==> config.mk <==
export PLATFORM = sky130hd
export DESIGN_NAME = sr_mem_ctrl_pipe
export DESIGN_NICKNAME = d
export VERILOG_FILES = /design/src/rtl/sr_mem_ctrl_pipe.sv
export SDC_FILE = /design/constraint.sdc
export NUM_CORES = 2
export LEC_CHECK = 0
export ABC_AREA = 1
export BUFFER_PORTS_ARGS = -buffer_cell sky130_fd_sc_hd__buf_4
export CAP_MARGIN = 20
export CORE_ASPECT_RATIO = 2
export CORE_MARGIN = 3
export CORE_UTILIZATION = 55
export CTS_CLUSTER_SIZE = 25
export DETAILED_ROUTE_END_ITERATION = 16
export PLACE_DENSITY = 0.77
export SYNTH_ARGS = -nofsm -noshare
export SYNTH_HDL_FRONTEND = slang
export SYNTH_SLANG_ARGS = --single-unit
==> constraint.sdc <==
create_clock -name clk -period 2.8 [get_ports clk]
set_input_delay 0.7 -clock clk [delete_from_list [all_inputs] [get_ports clk]]
set_output_delay 0.7 -clock clk [all_outputs]
set_load 0.01 [all_outputs]
==> src/rtl/sr_mem_ctrl_pipe.sv <==
// Data-memory controller for the SR CPU: byte/half/word loads and stores on a word-organised RAM.
// Latency: loads respond LATENCY cycles after the request cycle; stores commit on the acceptance edge.
// Backpressure: req_ready drops while a load is outstanding and rises again in its response cycle.
//
// Ports:
//   clk, rst_n            clock, asynchronous active-low reset
//   req_valid/req_ready   request handshake
//   req_op                OP_LOAD / OP_STORE; any other code is accepted and ignored
//   req_size              00 byte, 01 half, 10 word, 11 illegal
//   req_unsigned          loads: 1 = zero-extend, 0 = sign-extend
//   req_addr              byte address (word index [AW+1:2], lane [1:0])
//   req_wdata             right-aligned store data
//   rsp_valid             one-cycle response pulse
//   rsp_data              load result, all ones when no response is presented
//   rsp_err               response is an error (out-of-range, misaligned, illegal size)
module sr_mem_ctrl_pipe #(
  parameter int         DEPTH          = 64,
  parameter int         LATENCY        = 1,
  parameter int         CLEAR_ON_RESET = 1,
  parameter logic [2:0] OP_LOAD        = 3'd1,
  parameter logic [2:0] OP_STORE       = 3'd2
) (
  input  logic        clk,
  input  logic        rst_n,
  input  logic        req_valid,
  output logic        req_ready,
  input  logic [2:0]  req_op,
  input  logic [1:0]  req_size,
  input  logic        req_unsigned,
  input  logic [31:0] req_addr,
  input  logic [31:0] req_wdata,
  output logic        rsp_valid,
  output logic [31:0] rsp_data,
  output logic        rsp_err
);

  localparam int         AW       = $clog2(DEPTH);
  localparam logic [3:0] CNT_INIT = 4'(LATENCY - 1);

  localparam logic [1:0] SZ_BYTE = 2'b00;
  localparam logic [1:0] SZ_HALF = 2'b01;
  localparam logic [1:0] SZ_WORD = 2'b10;

  typedef enum logic {
    S_IDLE = 1'b0,
    S_WAIT = 1'b1
  } state_t;

  state_t      state_q, state_d;
  logic [3:0]  cnt_q, cnt_d;
  logic        init_q, init_d;
  logic        rsp_valid_q, rsp_valid_d;
  logic        rsp_err_q, rsp_err_d;
  logic [31:0] rsp_data_q, rsp_data_d;
  logic        pend_err_q, pend_err_d;
  logic [31:0] pend_data_q, pend_data_d;

  logic [AW-1:0] word_idx;
  logic [1:0]    lane;
  logic          err_oor;
  logic          err_mis;
  logic          err_size;
  logic          req_err;
  logic          accept;
  logic          do_load;
  logic          do_store;
  logic          wr_en;
  logic [31:0]   wr_mask;
  logic [31:0]   wr_dat;
  logic [31:0]   rd_word;
  logic [31:0]   rd_shift;
  logic [7:0]    byte_v;
  logic [15:0]   half_v;
  logic [31:0]   ld_res;
  logic [31:0]   ld_out;

  logic [31:0]   ram_rd [DEPTH];

  // Ready is held low until the first edge after reset release so that no
  // request can be taken while the RAM clear is still being applied.
  assign req_ready = init_q & (state_q == S_IDLE);
  assign accept    = req_valid & req_ready;
  assign do_load   = accept & (req_op == OP_LOAD);
  assign do_store  = accept & (req_op == OP_STORE);

  // Request decode and error detection
  always_comb begin
    word_idx = req_addr[AW+1:2];
    lane     = req_addr[1:0];
    // Any address bit above the RAM window is an error, never an alias.
    err_oor  = |(req_addr >> (AW + 2));
    err_mis  = ((req_size == SZ_HALF) & req_addr[0]) |
               ((req_size == SZ_WORD) & (req_addr[1:0] != 2'b00));
    err_size = (req_size == 2'b11);
    req_err  = err_oor | err_mis | err_size;
  end

  // Store lane mask and lane-replicated write data
  always_comb begin
    wr_en   = do_store & ~req_err;
    wr_mask = 32'hFFFF_FFFF;
    wr_dat  = req_wdata;
    case (req_size)
      SZ_BYTE: begin
        wr_mask = 32'h0000_00FF << {lane, 3'b000};
        wr_dat  = {4{req_wdata[7:0]}};
      end
      SZ_HALF: begin
        wr_mask = lane[1] ? 32'hFFFF_0000 : 32'h0000_FFFF;
        wr_dat  = {2{req_wdata[15:0]}};
      end
      default: begin
        wr_mask = 32'hFFFF_FFFF;
        wr_dat  = req_wdata;
      end
    endcase
  end

  // Load lane select and extension
  always_comb begin
    rd_word  = ram_rd[word_idx];
    rd_shift = rd_word >> {lane, 3'b000};
    byte_v   = rd_shift[7:0];
    half_v   = lane[1] ? rd_word[31:16] : rd_word[15:0];
    case (req_size)
      SZ_BYTE: ld_res = {{24{~req_unsigned & byte_v[7]}}, byte_v};
      SZ_HALF: ld_res = {{16{~req_unsigned & half_v[15]}}, half_v};
      default: ld_res = rd_word;
    endcase
    ld_out = req_err ? 32'hFFFF_FFFF : ld_res;
  end

  // RAM words: each word merges the masked store data into its old contents.
  for (genvar g = 0; g < DEPTH; g++) begin : g_word
    logic [31:0] mem_q;
    logic        hit;

    assign hit       = wr_en & (word_idx == AW'(g));
    assign ram_rd[g] = mem_q;

    if (CLEAR_ON_RESET != 0) begin : g_clr
      always_ff @(posedge clk or negedge rst_n) begin
        if (!rst_n) begin
          mem_q <= '0;
        end else if (hit) begin
          mem_q <= (mem_q & ~wr_mask) | (wr_dat & wr_mask);
        end
      end
    end else begin : g_keep
      always_ff @(posedge clk) begin
        if (hit) begin
          mem_q <= (mem_q & ~wr_mask) | (wr_dat & wr_mask);
        end
      end
    end
  end

  // FSM next-state and response generation
  always_comb begin
    state_d     = state_q;
    cnt_d       = cnt_q;
    init_d      = 1'b1;
    rsp_valid_d = 1'b0;
    rsp_err_d   = 1'b0;
    rsp_data_d  = 32'hFFFF_FFFF;
    pend_err_d  = pend_err_q;
    pend_data_d = pend_data_q;

    case (state_q)
      S_IDLE: begin
        if (do_load) begin
          if (LATENCY == 1) begin
            rsp_valid_d = 1'b1;
            rsp_err_d   = req_err;
            rsp_data_d  = ld_out;
          end else begin
            // Read data is captured now, so a later store cannot change
            // what this load returns.
            state_d     = S_WAIT;
            cnt_d       = CNT_INIT;
            pend_err_d  = req_err;
            pend_data_d = ld_out;
          end
        end else if (do_store & req_err) begin
          rsp_valid_d = 1'b1;
          rsp_err_d   = 1'b1;
        end
      end
      S_WAIT: begin
        cnt_d = cnt_q - 4'd1;
        if (cnt_q == 4'd1) begin
          state_d     = S_IDLE;
          rsp_valid_d = 1'b1;
          rsp_err_d   = pend_err_q;
          rsp_data_d  = pend_data_q;
        end
      end
      default: begin
        state_d = S_IDLE;
        cnt_d   = 4'd0;
      end
    endcase
  end

  always_ff @(posedge clk or negedge rst_n) begin
    if (!rst_n) begin
      state_q     <= S_IDLE;
      cnt_q       <= 4'd0;
      init_q      <= 1'b0;
      rsp_valid_q <= 1'b0;
      rsp_err_q   <= 1'b0;
      rsp_data_q  <= 32'hFFFF_FFFF;
      pend_err_q  <= 1'b0;
      pend_data_q <= 32'hFFFF_FFFF;
    end else begin
      state_q     <= state_d;
      cnt_q       <= cnt_d;
      init_q      <= init_d;
      rsp_valid_q <= rsp_valid_d;
      rsp_err_q   <= rsp_err_d;
      rsp_data_q  <= rsp_data_d;
      pend_err_q  <= pend_err_d;
      pend_data_q <= pend_data_d;
    end
  end

  assign rsp_valid = rsp_valid_q;
  assign rsp_err   = rsp_err_q;
  assign rsp_data  = rsp_data_q;

endmodule

==> run metrics <==
outcome=finished clean; Final period util=0.992; wire per inst=approximately 25 um; post-synth cell types=48; sw power=0.0145 W; Pre-antenna DRT Iters=7; Die X=294 um; Clock Sinks=2088; Nets=around 11000; Critical path origin=req_addr[3]; Worst-Skew Late Latency=850 ps; die area=about 0.17 mm2; asr flop ratio synth=1.00; worst slew pin tran=a little over 900 ps; dpl ws=-867 ps; Gate Count Post-Synth=a little over 10000; Peak VDD IR=between 0.4 and 0.5 mV; maxcap violations=0; slowest library cell on the worst path=nor2_1; Post-synth EDFFs=0; worst r2r src=state_q; #FFs+latches synth=roughly 2100; Worst path depth=18; Clock Tree Root=clkbuf_16; Core Rows=210; Final WS setup=22.9 ps; ys flop type=dfrtp_1; cells on worst reg2reg path=12; Post-synth top cells=3581 x nand2_1, 2056 x dfrtp_1, 1789 x o21ai_0; synth top area cells=dfrtp_1 56%, nand2_1 15%, o21ai_0 9.8%; P&R area growth vs syn=18.6%; Pwr Density=between 500 and 600 mW/mm2; setup TNS=0 ps; Net Count, Synth=around 10000; Reg power frac=0.503; Routed WL=319000 um; Startpoint Class=input port; placed cell area=~0.10 mm2; Top Ports=about 110; Global Route Usage Sum=0.372; max frequency=about 360 MHz; R2R Setup Slk=between 100 and 150 ps; Final Setup Violations=0; fin area=around 0.11 mm2; initial antenna violation count=9; Clock Tree Buf Depth=4; Initial Util=0.555; Post-Synthesis Cell Area=0.0911 mm2; Switching Share=0.241; Port Buf Inserts=107; YS warnings=0; TritonCTS Buffers=~180; proportion of layout cells with a drive suffix above 1=0.142; Worst Setup EP=rsp_data[0]; Antenna Nets Post-Route=0; leakage=a little over 50 nW; syn_area_per_cell=8.94 um2; first-pass GRT wire length=486000 um; Die Y=582 um; Overflow after GRT=0; Max-slew headroom=0.390; critical path arrival=3550 ps; crit-path cells=buf_4, inv_4, nor2_4, buf_12, buf_4, a22oi_1, nand2_1, a22o_1, nor2_1, nor2_1, nor2_1, buf_4, nand2_1, buf_4, nand2_1, nand2_1, nand2_1, nand2_1; Worst Clk Skew=53.6 ps; vias in the first global route=approximately 81000; final hold viol count=0; Critical Path Most Common Cell=nand2_1; crit-path max FO=33; clock slew at reported path FFs=70 ps; critical path class=in -> reg; Hold WC Path Type=in -> reg; crit path capture type=flop; max incr delay on CP=between 300 and 400 ps; vias=a little over 80000; Synth area leader=dfrtp_1; crit path time final=about 2800 ps; largest delay contributor family on the critical path=simple AND/OR/NAND/NOR gates; clock power share=0.434; # DRC=0; Req. time, crit path=~3600 ps; Int Power=0.0455 W; Placeable Area=roughly 0.16 mm2; register area share after synthesis=0.574; Final Slew Violations=0; top-area cell type share of the netlist area=0.565; CTS tree=built; CP bufs+invs=6; Comb pwr share=0.063; pin count of the biggest net entering global routing=between 100 and 150; top-count cell post-synth=nand2_1; Max H-tree Level=4; Via density=around 6.3; global placement routability congestion=just over 1; DP Cell Count=between 10000 and 15000; DRT iter0 DRCs=8706; Final HPWL DP=about 220000 um; non-filler instance count after layout=12800
cells by family (layout without fill, tap and decap cells):
kind of cell / count (synthesis) / in the layout / synth area share
compound gates: 3232 / 3232 / 0.206
xor+xnor: 3 / 3 / 0.000288
fa+ha+maj: 2 / 2 / 0.000275
buf+inv: 841 / 1319 / 0.0418
flops: 2088 / 2088 / 0.574
other cells: 1 / 9 / 0.0000412
simple gates: 4022 / 4022 / 0.178
stage by stage:
stage / utilization / hold slack (ps) / power (W)
2_1_floorplan: - / 404 / 0.0320
3_3_place_gp: 0.621 / 466 / 0.0344
3_5_place_dp: 0.621 / 473 / 0.0344
4_1_cts: 0.658 / 157 / 0.0600
5_1_grt: 0.658 / 205 / 0.0613
6_report: 0.658 / 188 / 0.0599
worst min path at each step:
stage                    from                          to  slack (ps)  cells past startpoint
floorplan               rst_n  asynchronous set/reset pin         400                      0
finish              req_op[2]                     rsp_err         190                      4
detailed placement       flop                        flop         470                      2
global route        req_op[2]                     rsp_err         200                      4
global placement         flop                        flop         470                      2
CTS                 req_op[2]                     rsp_err         160                      4
layout make-up:
cell class / count / area [um2]
Sequential cell: 2088 / 52300
Inverter: 44 / 179
Clock inverter: 60 / 729
Timing Repair Buffer: 953 / 11500
Clock buffer: 262 / 5260
Fill cell: 12500 / 56200
Multi-Input combinational cell: 7260 / 35400
Antenna cell: 8 / 20.0
Tap cell: 2120 / 2650
routing by layer:
layer / vias to the layer above / global-route usage / share of wire
li1: 35200 / - / -
met1: 39300 / 0.427 / 0.34
met2: 4653 / 0.600 / 0.47
met3: 1459 / 0.0659 / 0.084
met4: 4 / 0.325 / 0.11
met5: - / 0 / 0.000069
power by group through the flow:
stage	clock network [W]	registers, W	logic [W]
after floorplan	0	0.0307	0.00125
after global placement	0	0.0307	0.00363
after detailed placement	0	0.0307	0.00367
after CTS	0.0262	0.0302	0.00369
after global routing	0.0273	0.0301	0.00392
final	0.0260	0.0302	0.00378
worst reg2reg max path, stage by stage (launching register included):
cell and delay (ps):
dfrtp_1 460, nor2_4 200, nand2_1 80, nor3_1 210
and2_4 290, nand2_4 140, buf_4 190, nor2_2 250
buf_4 240, nand2_1 120, buf_12 170, nand2_1 60
o21ai_0 80
cells in the final DEF (no fill, tap or decap), types with 11 or more instances in the layout:
cell type and count:
clkbuf_16 186, nand2_1 3578, a21oi_1 79, nand3_1 58, dfstp_2 32, nor3_1 11, clkbuf_1 44, a22oi_1 903
nor2_4 31, clkinv_2 33, dfrtp_1 2056, buf_4 606, inv_1 25, nor2_8 17, a21oi_4 11, a22o_1 25
o21ai_1 330, a21boi_0 15, nand2_4 12, buf_12 344, a41oi_1 16, nand4_1 23, bufinv_16 14, nor2_1 129
a21o_1 25, clkbuf_8 32, inv_2 11, nand2_2 145, o21ai_0 1785
timing repair:
action,CTS,global route
hold endpoints to repair,40,0
setup buffers,0,2
hold buffers,1,0
endpoints found under the setup margin,39,46
resized for setup,2,4
pin swaps,0,1
Power figures use the tool's default switching activity.
